$ cat config.mk
export PLATFORM = sky130hd
export DESIGN_NAME = fifo_rd_burst_arbiter_flat
export DESIGN_NICKNAME = d
export VERILOG_FILES = /design/src/rtl/fifo_rd_burst_arbiter_if.sv /design/src/rtl/fifo_rd_burst_arbiter.sv /design/src/flat_wrapper.sv
export SDC_FILE = /design/constraint.sdc
export NUM_CORES = 1
export LEC_CHECK = 0
export CORE_AREA = 2 2 44 46
export CTS_CLUSTER_SIZE = 16
export DETAILED_ROUTE_END_ITERATION = 10
export DIE_AREA = 0 0 46 48
export PLACE_DENSITY_LB_ADDON = 0.3
export SLEW_MARGIN = 40
export SYNTH_ARGS = -nofsm -noshare
export SYNTH_HDL_FRONTEND = slang
export SYNTH_SLANG_ARGS = --single-unit
$ cat constraint.sdc
create_clock -name Rclk -period 4.05 [get_ports Rclk]
set_clock_uncertainty 0.1 [all_clocks]
set_input_delay 0.6075 -clock Rclk [delete_from_list [all_inputs] [get_ports Rclk]]
set_output_delay 0.6075 -clock Rclk [all_outputs]
set_load 0.1 [all_outputs]
$ cat src/rtl/fifo_rd_burst_arbiter_if.sv
// rtl/fifo_rd_burst_arbiter_if.sv - FIFO read-port / consumer bundle for the burst arbiter
// master = arbiter side, slave = FIFO plus consumers side.
interface fifo_rd_burst_arbiter_if #(
    parameter int Num_req    = 4,
    parameter int Data_width = 8
);
    logic [Num_req-1:0]    Req;
    logic                  Rempty;
    logic [Data_width-1:0] Rdata;
    logic                  Rinc;
    logic [Num_req-1:0]    Gnt;
    logic [Data_width-1:0] Out_data;
    logic                  Out_valid;
    logic                  Burst_done;
    logic                  Busy;
    logic                  Timeout;

    modport master (
        input  Req, Rempty, Rdata,
        output Rinc, Gnt, Out_data, Out_valid, Burst_done, Busy, Timeout
    );

    modport slave (
        output Req, Rempty, Rdata,
        input  Rinc, Gnt, Out_data, Out_valid, Burst_done, Busy, Timeout
    );
endinterface

$ cat src/rtl/fifo_rd_burst_arbiter.sv
// rtl/fifo_rd_burst_arbiter.sv - round-robin burst arbiter sharing an async FIFO read port
// Optional empty-stall abort enabled by defining FIFO_RD_TIMEOUT_EN.
module fifo_rd_burst_arbiter #(
    parameter int Num_req        = 4,
    parameter int Data_width     = 8,
    parameter int Burst_len      = 4,
    parameter int Timeout_cycles = 16
) (
    input  logic                    Rclk,
    input  logic                    Rrst,
    fifo_rd_burst_arbiter_if.master bus
);
    localparam int PTR_W = $clog2(Num_req);
    localparam int CNT_W = $clog2(Burst_len + 1);

    typedef enum logic {IDLE, BURST} state_t;

    if (Num_req < 2 || Burst_len < 1 || Timeout_cycles < 1) begin : g_bad_params
        $error("fifo_rd_burst_arbiter: illegal parameter values");
    end

    state_t             state_q, state_d;
    logic [Num_req-1:0] gnt_q, gnt_d;
    logic [PTR_W-1:0]   idx_q, idx_d;
    logic [PTR_W-1:0]   last_ptr_q, last_ptr_d;
    logic [CNT_W-1:0]   count_q, count_d;
    logic               burst_done_q, burst_done_d;
`ifdef FIFO_RD_TIMEOUT_EN
    localparam int STALL_W = $clog2(Timeout_cycles + 1);
    logic [STALL_W-1:0] stall_q, stall_d;
    logic               timeout_q, timeout_d;
`endif

    logic               rinc;
    logic               busy;
    logic               pick_found;
    logic [PTR_W-1:0]   pick_idx;

    // Search starts one past the previous holder so every requester gets a turn.
    always_comb begin
        int               cand;
        logic [PTR_W-1:0] cand_idx;
        cand       = 0;
        cand_idx   = '0;
        pick_found = 1'b0;
        pick_idx   = '0;
        for (int k = 1; k <= Num_req; k++) begin
            cand     = (int'(last_ptr_q) + k) % Num_req;
            cand_idx = PTR_W'(cand);
            if (!pick_found && bus.Req[cand_idx]) begin
                pick_found = 1'b1;
                pick_idx   = cand_idx;
            end
        end
    end

    always_ff @(posedge Rclk) begin
        if (Rrst) begin
            state_q      <= IDLE;
            gnt_q        <= '0;
            idx_q        <= '0;
            last_ptr_q   <= PTR_W'(Num_req - 1);
            count_q      <= '0;
            burst_done_q <= 1'b0;
`ifdef FIFO_RD_TIMEOUT_EN
            stall_q      <= '0;
            timeout_q    <= 1'b0;
`endif
        end else begin
            state_q      <= state_d;
            gnt_q        <= gnt_d;
            idx_q        <= idx_d;
            last_ptr_q   <= last_ptr_d;
            count_q      <= count_d;
            burst_done_q <= burst_done_d;
`ifdef FIFO_RD_TIMEOUT_EN
            stall_q      <= stall_d;
            timeout_q    <= timeout_d;
`endif
        end
    end

    always_comb begin
        state_d      = state_q;
        gnt_d        = gnt_q;
        idx_d        = idx_q;
        last_ptr_d   = last_ptr_q;
        count_d      = count_q;
        burst_done_d = 1'b0;
`ifdef FIFO_RD_TIMEOUT_EN
        stall_d      = stall_q;
        timeout_d    = 1'b0;
`endif
        case (state_q)
            IDLE: begin
                if (pick_found) begin
                    state_d         = BURST;
                    gnt_d           = '0;
                    gnt_d[pick_idx] = 1'b1;
                    idx_d           = pick_idx;
                    count_d         = '0;
`ifdef FIFO_RD_TIMEOUT_EN
                    stall_d         = '0;
`endif
                end
            end
            BURST: begin
                if (rinc) begin
`ifdef FIFO_RD_TIMEOUT_EN
                    stall_d = '0;
`endif
                    if (count_q == CNT_W'(Burst_len - 1)) begin
                        state_d      = IDLE;
                        gnt_d        = '0;
                        burst_done_d = 1'b1;
                        last_ptr_d   = idx_q;
                        count_d      = '0;
                    end else begin
                        count_d = count_q + CNT_W'(1);
                    end
                end
`ifdef FIFO_RD_TIMEOUT_EN
                // A starved holder forfeits its turn rather than blocking the others.
                else if (stall_q == STALL_W'(Timeout_cycles - 1)) begin
                    state_d    = IDLE;
                    gnt_d      = '0;
                    timeout_d  = 1'b1;
                    last_ptr_d = idx_q;
                    count_d    = '0;
                    stall_d    = '0;
                end else begin
                    stall_d = stall_q + STALL_W'(1);
                end
`endif
            end
            default: begin
                state_d = IDLE;
                gnt_d   = '0;
            end
        endcase
    end

    // Rinc is combinational on Rempty so a read never lands on an empty FIFO.
    always_comb begin
        rinc = 1'b0;
        busy = 1'b0;
        if (state_q == BURST) begin
            busy = 1'b1;
            rinc = !bus.Rempty;
        end
    end

    assign bus.Rinc       = rinc;
    assign bus.Busy       = busy;
    assign bus.Gnt        = gnt_q;
    assign bus.Out_data   = bus.Rdata;
    assign bus.Out_valid  = rinc;
    assign bus.Burst_done = burst_done_q;
`ifdef FIFO_RD_TIMEOUT_EN
    assign bus.Timeout    = timeout_q;
`else
    assign bus.Timeout    = 1'b0;
`endif
endmodule

$ cat src/flat_wrapper.sv
// flat-port wrapper written by rule: the top's interface ports become plain ports
module fifo_rd_burst_arbiter_flat 
#(
    parameter int Num_req        = 4,
    parameter int Data_width     = 8,
    parameter int Burst_len      = 4,
    parameter int Timeout_cycles = 16
)
  (Rclk, Rrst, bus_Req, bus_Rempty, bus_Rdata, bus_Rinc, bus_Gnt, bus_Out_data, bus_Out_valid, bus_Burst_done, bus_Busy, bus_Timeout);
  fifo_rd_burst_arbiter_if #(.Num_req(Num_req), .Data_width(Data_width)) bus_i ();
  input  logic Rclk;
  input  logic Rrst;
  input wire logic [$bits(bus_i.Req)-1:0] bus_Req;
  input wire logic [$bits(bus_i.Rempty)-1:0] bus_Rempty;
  input wire logic [$bits(bus_i.Rdata)-1:0] bus_Rdata;
  output wire logic [$bits(bus_i.Rinc)-1:0] bus_Rinc;
  output wire logic [$bits(bus_i.Gnt)-1:0] bus_Gnt;
  output wire logic [$bits(bus_i.Out_data)-1:0] bus_Out_data;
  output wire logic [$bits(bus_i.Out_valid)-1:0] bus_Out_valid;
  output wire logic [$bits(bus_i.Burst_done)-1:0] bus_Burst_done;
  output wire logic [$bits(bus_i.Busy)-1:0] bus_Busy;
  output wire logic [$bits(bus_i.Timeout)-1:0] bus_Timeout;
  assign bus_i.Req = bus_Req;
  assign bus_i.Rempty = bus_Rempty;
  assign bus_i.Rdata = bus_Rdata;
  assign bus_Rinc = bus_i.Rinc;
  assign bus_Gnt = bus_i.Gnt;
  assign bus_Out_data = bus_i.Out_data;
  assign bus_Out_valid = bus_i.Out_valid;
  assign bus_Burst_done = bus_i.Burst_done;
  assign bus_Busy = bus_i.Busy;
  assign bus_Timeout = bus_i.Timeout;
  fifo_rd_burst_arbiter #(.Num_req(Num_req), .Data_width(Data_width), .Burst_len(Burst_len), .Timeout_cycles(Timeout_cycles)) u_core (.Rclk(Rclk), .Rrst(Rrst), .bus(bus_i));
endmodule
# After elaboration in Yosys (flattened, before gate mapping)
# Index checks and enable logic that the tools add are counted.
# totals
regBits,13
out_inout_bits,17
inputBits,15
# op_classes
n_addsub,5
order_cmp,6
bitwise,2
n_reduce_logical,13
muxes,33
n_eq_ne,4
# ops
operator,count
"2-bit by 3-bit < comparator with 1-bit output, second input constant",5
1-bit two-way mux,15
4-bit two-way mux,3
3-bit two-way mux,3
1-bit binary-select mux with 2-bit select,4
2-bit two-way mux,4
4-bit one-hot mux with 2 select lines,1
3-bit one-hot mux with 2 select lines,1
3-bit AND reduction,2
"2-bit by 1-bit adder with 2-bit output, second input constant",2
"2-bit adder, second input constant",2
1-bit logical AND,4
1-bit zero test,4
"2-bit inequality test, second input constant",2
2-bit AND reduction,2
"3-bit by 1-bit adder with 3-bit output, second input constant",1
"3-bit by 2-bit equality test with 1-bit output, second input constant",1
3-bit OR reduction,1
1-bit demux with 2-bit select,1
"2-bit by 1-bit greater-or-equal comparator with 1-bit output, second input constant",1
"2-bit by 1-bit inequality test with 1-bit output, second input constant",1
1-bit inverter,2
1-bit one-hot mux with 2 select lines,1

# Logic depth before layout (Yosys ltp)
# Gate-level depths: netlist of the first run.
# depth
ltp_word,19
mapped_depth,5
mapped_depth_nobuf,5

# Least setup slack after synthesis of the first run
# Ideal clock, no wire load.
# synth_timing
path_kind,register -> output
startpoint,register u_core.state_q
endpoint,output bus_Rinc
path_stages_with_launch,4
t_required_ns,3.342
arrival_time_ns,2.055
setup_slack_ns,1.287
path_cell_list,dfxtp_1 nand2b_1 inv_2 buf_4
# synth_between
elab_chain_len,1
# synth_rtl
element,line_no,source
from (decl),fifo_rd_burst_arbiter.sv:22,"state_t state_q, state_d;"
from (signal assigned),fifo_rd_burst_arbiter.sv:70,state_q <= state_d;
1-bit two-way mux,fifo_rd_burst_arbiter.sv:147,if (state_q == BURST) begin
to (decl),flat_wrapper.sv:16,output wire logic [$bits(bus_i.Rinc)-1:0] bus_Rinc;
# Every way passes these cells.

# Final worst setup path of the first run
# layout_timing
startpoint,input bus_Rempty
endpoint,output bus_Rinc
# layout_between
elab_chain_len,2
# layout_rtl
element,line_no,source
from (decl),flat_wrapper.sv:14,input wire logic [$bits(bus_i.Rempty)-1:0] bus_Rempty;
1-bit zero test,fifo_rd_burst_arbiter.sv:149,rinc = !bus.Rempty;
1-bit two-way mux,fifo_rd_burst_arbiter.sv:147,
# Every way passes these cells.

==> out/summary.txt, run 1 <==
Status = complete, no violations
Leak pwr = 0.303 nW
Predominant post-synthesis flop cell = dfxtp_1
Global-route wire length before repair = 1990 microns
FMAX = 426 MHz
Sequential area share after synthesis = 38.2%
Total grt overflow = 0
Layout area overhead = 10.7%
RSZ-0062 raised after global routing = false
Worst path arrival time = 1640 ps
CP max-delay cell = clkdlybuf4s50_1
Root buf cell = clkbuf_4
Critical path data required time = 3340 ps
Clock sink count = 13
Hold Path Origin = u_core.count_q[2]
Syn Area/Cell = 8.84 sq um
Post-Synth XOR/XNOR Area = 0%
H-tree Lvls = 1
Post-layout min period = 2350 ps
Layout cell share with drive strength beyond 1 = 17.9%
Syn Inst Count = 77
Maxcap violations = 0
Routed wl met2 = 553 microns
Via-per-instance ratio = 5.44
Setup TNS = 0 ps
Top Layer Used = met4
R2R cell count = 4
Async set-reset flop share out of synthesis = 0%
Finished Core Util = 44.6%
Hold endpoint = u_core.count_q[2]
Post-CTS sizing = 0
Core ar. = 0.00169 sq mm
Largest net degree at the start of global routing = 16
Die height = 48 microns
Worst reg2reg path endpoint = u_core.bus.Gnt[0]
R2R Path Start = u_core.last_ptr_q[1]
Setup crit start kind = input pin
Row Count = 15
Routed wl met3 = 87 microns
Clk buf depth = 2
Number of flops mapped to enable cells by yosys = 0
CTS Buf Count = 3
Synth warnings = 0
Hold_buf cts = 0
Die W = 46 microns
Simple-gate portion of the synthesized area = 27.6%
Critical path endpoint category = output port
# diodes = 0
# Post-CTS Setup Buffers = 0
Routed WL per cell = 12.4 microns
WS Path Type = input pin to output port
Clock latency on the worst-skew pair = 280 ps
Hold_ws = 359 ps
CP cell instances = clkdlybuf4s50_1, nand2b_1, inv_2, buf_4
CTS tree = yes
Routed vias = 549
Total power = 0.275 mW
DRT met1 WL = 586 microns
Seq cells post-synth = 13
Cell area after synthesis = 681 sq um
Residual DRC count = 0
Compound-Gate Fraction of Synth Area = 17.5%
Layout net count = 101
DIE AREA = 0.00221 sq mm
Peak fanout along the critical path = 7
VDD IR-drop max = 255 uV
Initial drt markers = 6
DRT Pass-1 Iters = 4
Final hold vios = 0
GPL Wtd Cong = 0.709
Fillers = 176
Routed Antenna Nets = 0
Initial antenna violation count = 0
R2r setup slk = 2540 ps
Final period util = 57.9%
Largest family of logic cells by synthesized area = simple AND/OR/NAND/NOR gates
Total Routing Usage GR = 13.0%
Worst hold path class = flip-flop to flip-flop
Synth cell types = 32
PortBufs = 14
Adder-cell share of the synthesized area = 1.84%
DRT Wirelength = 1250 microns
Crit path largest cell delay = 410 ps
Mux contribution to synthesized area = 1.47%
Io pins = 32
Syn_nets = 93
Clock Pin Slew Worst Setup and Hold Paths = 70 ps
Vias in the first global route = 461
Cell Pwr Density = 365 mW/mm^2
Setup violators final = 0
Hold Crit Depth = 2
Final Max Slew Viols = 0
Initial Util = 40.3%
cell usage in the layout, fill, tap and decap left out, types with 2 or more instances in the layout:
| master | count |
|---|---|
| dfxtp_1 | 13 |
| nand3b_1 | 8 |
| clkdlybuf4s50_1 | 6 |
| buf_2 | 6 |
| nand2_1 | 5 |
| nand2b_1 | 4 |
| nor2_1 | 4 |
| o22ai_1 | 4 |
| clkbuf_4 | 3 |
| nor2b_1 | 2 |
| a21oi_1 | 2 |
| nand3_1 | 2 |
| o21ai_0 | 2 |
| buf_4 | 2 |
cell families (layout without fill, tap and decap cells):
kind of cell | count (synthesis) | in the layout
AND/OR/NAND/NOR | 31 | 31
AO/OA/AOI/OAI | 17 | 17
flip-flops | 13 | 13
buffers and inverters | 13 | 20
adder cells (fa/ha/maj) | 1 | 1
other | 1 | 1
multiplexers | 1 | 1
power breakdown:
group	internal, mW	total, mW	switching [mW]
registers	0.132	0.135	0.00281
logic	0.0161	0.0603	0.0441
clock network	0.0382	0.0798	0.0416
cells in the mapped netlist, types with 2 or more instances:
| cell type | n | area share, % |
|---|---|---|
| nor2_1 | 4 | 2.2 |
| a21oi_1 | 2 | 1.5 |
| nand2_1 | 5 | 2.8 |
| o21ai_0 | 2 | 1.5 |
| buf_4 | 10 | 11 |
| nand3b_1 | 8 | 8.8 |
| nor2b_1 | 2 | 1.8 |
| nand3_1 | 2 | 1.5 |
| dfxtp_1 | 13 | 38 |
| nand2b_1 | 4 | 3.7 |
| o22ai_1 | 4 | 3.7 |
routing by layer:
layer  global-route usage (%)  up-vias
met5                        0        -
met4                     5.14        0
met3                     6.04        6
met2                     20.3       18
met1                     15.4      248
li1                         -      277
area by class of cell:
| class | count | area (sq um) | share of cell area (%) |
|---|---|---|---|
| Clock buffer | 4 | 26.3 | 3.49 |
| Timing Repair Buffer | 14 | 105 | 14.0 |
| Sequential cell | 13 | 260 | 34.6 |
| Multi-Input combinational cell | 51 | 333 | 44.2 |
| Inverter | 2 | 7.51 | 0.997 |
| Tap cell | 17 | 21.3 | 2.82 |
worst max-delay path by stage:
stage,start,end,slack (ps),cells past startpoint
2_1_floorplan,u_core.state_q,bus_Rinc,1290,3
3_3_place_gp,bus_Rempty,bus_Out_valid,1730,4
3_5_place_dp,bus_Rempty,bus_Out_valid,1710,4
4_1_cts,bus_Rempty,bus_Out_valid,1700,4
5_1_grt,bus_Rempty,bus_Out_valid,1630,4
6_report,bus_Rempty,bus_Rinc,1700,4
critical path, delay by kind of cell:
family	cells	cell delay, ps
buf+inv	3	850
simple gates	1	180
registers in the layout, indices dropped and copies added, names as in the netlist:
| signal | count |
|---|---|
| u_core.bus.Gnt | 4 |
| u_core.count_q | 3 |
| u_core.idx_q | 2 |
| u_core.last_ptr_q | 2 |
| u_core.bus.Burst_done | 1 |
| u_core.state_q | 1 |
metrics by stage:
step | instances | area, sq um | worst slack [ps]
after floorplan | 77 | 681 | 1290
after CTS | 101 | 753 | 1700
after global routing | 101 | 753 | 1630
after global placement | 97 | 757 | 1730
after detailed placement | 97 | 727 | 1710
final | 101 | 753 | 1700
No activity file was read; power rests on OpenSTA's default activity.
==> run 2: changes to the inputs <==
- CORE_AREA: 2 2 44 46 -> 2 2 48 50
- DIE_AREA: 0 0 46 48 -> 0 0 50 52
- clock period: 4.05 -> 2.1 ns (I/O delays scaled with it)
==> run 2 against run 1 <==
Compared with the run above:
- sequential cell count unchanged
- sequential share of layout area is 2.5 points lower
- count of clock-buffer cells in the layout down 1
- core utilization decreased by 5.8 points
- largest cell class unchanged
==> out/summary.txt, run 2 (synthesized netlist as in run 1, its figures left out) <==
Status = complete, no violations (unchanged)
Root buf cell = clkbuf_4 (unchanged)
DRT Pass-1 Iters = 4 (unchanged)
Worst path arrival time = 1290 ps (was 1640 ps)
H-tree Lvls = 1 (unchanged)
Placed Area = 790 sq um (was 727 sq um)
Final period util = 81.3%
Routed Antenna Nets = 0 (unchanged)
Residual DRC count = 0 (unchanged)
Critical path data required time = 1680 ps (was 3340 ps)
Fillers = 220 (was 176)
FMAX = 585 MHz
VDD IR-drop max = 355 uV (was 255 uV)
Critical path endpoint category = output port (unchanged)
Setup violators final = 0 (unchanged)
Cell Pwr Density = 663 mW/mm^2 (was 365 mW/mm^2)
Worst hold path class = flip-flop to flip-flop (unchanged)
Layout area overhead = 20.0% (was 10.7%)
Clock Pin Slew Worst Setup and Hold Paths = 80 ps (was 70 ps)
Leak pwr = 0.318 nW (was 0.303 nW)
Io pins = 32 (unchanged)
Dpl hpwl = 1040 microns
Routed vias = 551 (was 549)
Finished Core Util = 38.8% (was 44.6%)
Die height = 52 microns (was 48 microns)
Maxcap violations = 0 (unchanged)
Commonest non-fill, non-tap cell in the layout = dfxtp_1 (unchanged)
Global-route wire length before repair = 2390 microns (was 1990 microns)
RSZ-0062 raised after global routing = false (unchanged)
DIE AREA = 0.00260 sq mm (was 0.00221 sq mm)
Final Max Slew Viols = 0 (unchanged)
Peak fanout along the critical path = 7 (unchanged)
Largest net degree at the start of global routing = 15 (was 16)
GPL Wtd Cong = 0.723 (was 0.709)
DRT Wirelength = 1370 microns (was 1250 microns)
Clk buf depth = 2 (unchanged)
Commonest non-fill, non-tap cells in the layout = 12 x dfxtp_1, 8 x nand3b_1, 7 x buf_4 (was 13 x dfxtp_1, 8 x nand3b_1, 6 x clkdlybuf4s50_1, 6 x buf_2, 5 x nand2_1)
Routed WL per cell = 12.1 microns (was 12.4 microns)
# Post-CTS Setup Buffers = 0 (unchanged)
# diodes = 0 (unchanged)
Initial drt markers = 11 (was 6)
Post-CTS sizing = 0 (unchanged)
Die W = 50 microns (was 46 microns)
Dpl cells = 109 (was 97)
Total Routing Usage GR = 12.1% (was 13.0%)
WS Path Type = input pin to output port (unchanged)
CTS tree = yes (unchanged)
Largest register FFs = 4 (unchanged)
Total grt overflow = 0 (unchanged)
Hold_buf cts = 0 (unchanged)
Clock sink count = 13 (unchanged)
Final hold vios = 0 (unchanged)
Post-Layout Inst Area = 817 sq um (was 753 sq um)
Post-layout min period = 1710 ps
Row Count = 17 (was 15)
Layout cell share with drive strength beyond 1 = 21.2% (was 17.9%)
Layout net count = 102 (was 101)
PortBufs = 14 (unchanged)
Vias in the first global route = 548 (was 461)
Fin cells = 113 (was 101)
Clock latency on the worst-skew pair = 270 ps (was 280 ps)
CTS Buf Count = 3 (unchanged)
Initial Util = 32.3% (was 40.3%)
Setup TNS = 0 ps (unchanged)
Initial antenna violation count = 0 (unchanged)
Setup crit start kind = input pin (unchanged)
Core ar. = 0.00211 sq mm (was 0.00169 sq mm)
Via-per-instance ratio = 4.88 (was 5.44)
## run 2: cell count changes in the layout (fill, tap and decap cells not counted)
| cell | delta |
|---|---|
| buf_2 | -6 |
| dfxtp_2 | +1 |
| buf_12 | +2 |
| clkinv_2 | +1 |
| clkbuf_1 | -1 |
| buf_4 | +5 |
| dfxtp_1 | -1 |
## run 2: per-layer routing
metal	track usage [%]	up-vias	routed length, microns
met5	0	-	0
met3	3.45	0	77
met1	13.5	259	649
met2	20.8	12	641
li1	-	280	-
met4	6.02	0	0
## run 2: path summary, 6_finish.rpt
kind	end	startpoint	depth (start not counted)	slack (ps)
hold reg to reg	u_core.count_q[2]	u_core.count_q[2]	2	360
setup reg to reg	u_core.bus.Gnt[3]	u_core.count_q[0]	5	590
hold / removal	u_core.count_q[2]	u_core.count_q[2]	2	360
setup / recovery	bus_Out_valid	bus_Rempty	4	390
## run 2: power by group
| group | total, mW | internal, mW | switching, mW |
|---|---|---|---|
| clock | 0.153 | 0.0705 | 0.0826 |
| sequential | 0.261 | 0.255 | 0.00621 |
| combinational | 0.127 | 0.0402 | 0.0870 |
## run 2: cell type report
cell class                      instances  area, sq um  area share [%]
Clock inverter                          1         5.00           0.613
Clock buffer                            3         22.5            2.76
Inverter                                2         7.51           0.919
Sequential cell                        13          262            32.0
Tap cell                               28         35.0            4.29
Multi-Input combinational cell         51          333            40.7
Timing Repair Buffer                   15          153            18.7
## run 2: worst max-delay path: stages
cell and delay (ps):
clkdlybuf4s50_1 410, nand2b_1 190, inv_2 180, buf_12 200
## run 2: per-stage QoR
| stage | hold slack, ps | power (mW) | setup WS [ps] |
|---|---|---|---|
| 6_report | 362 | 0.541 | 392 |
| 5_1_grt | 378 | 0.564 | 270 |
| 4_1_cts | 362 | 0.548 | 359 |
| 3_5_place_dp | 351 | 0.395 | 73.3 |
| 3_3_place_gp | 336 | 0.393 | 87.0 |
| 2_1_floorplan | 291 | 0.428 | 11.0 |
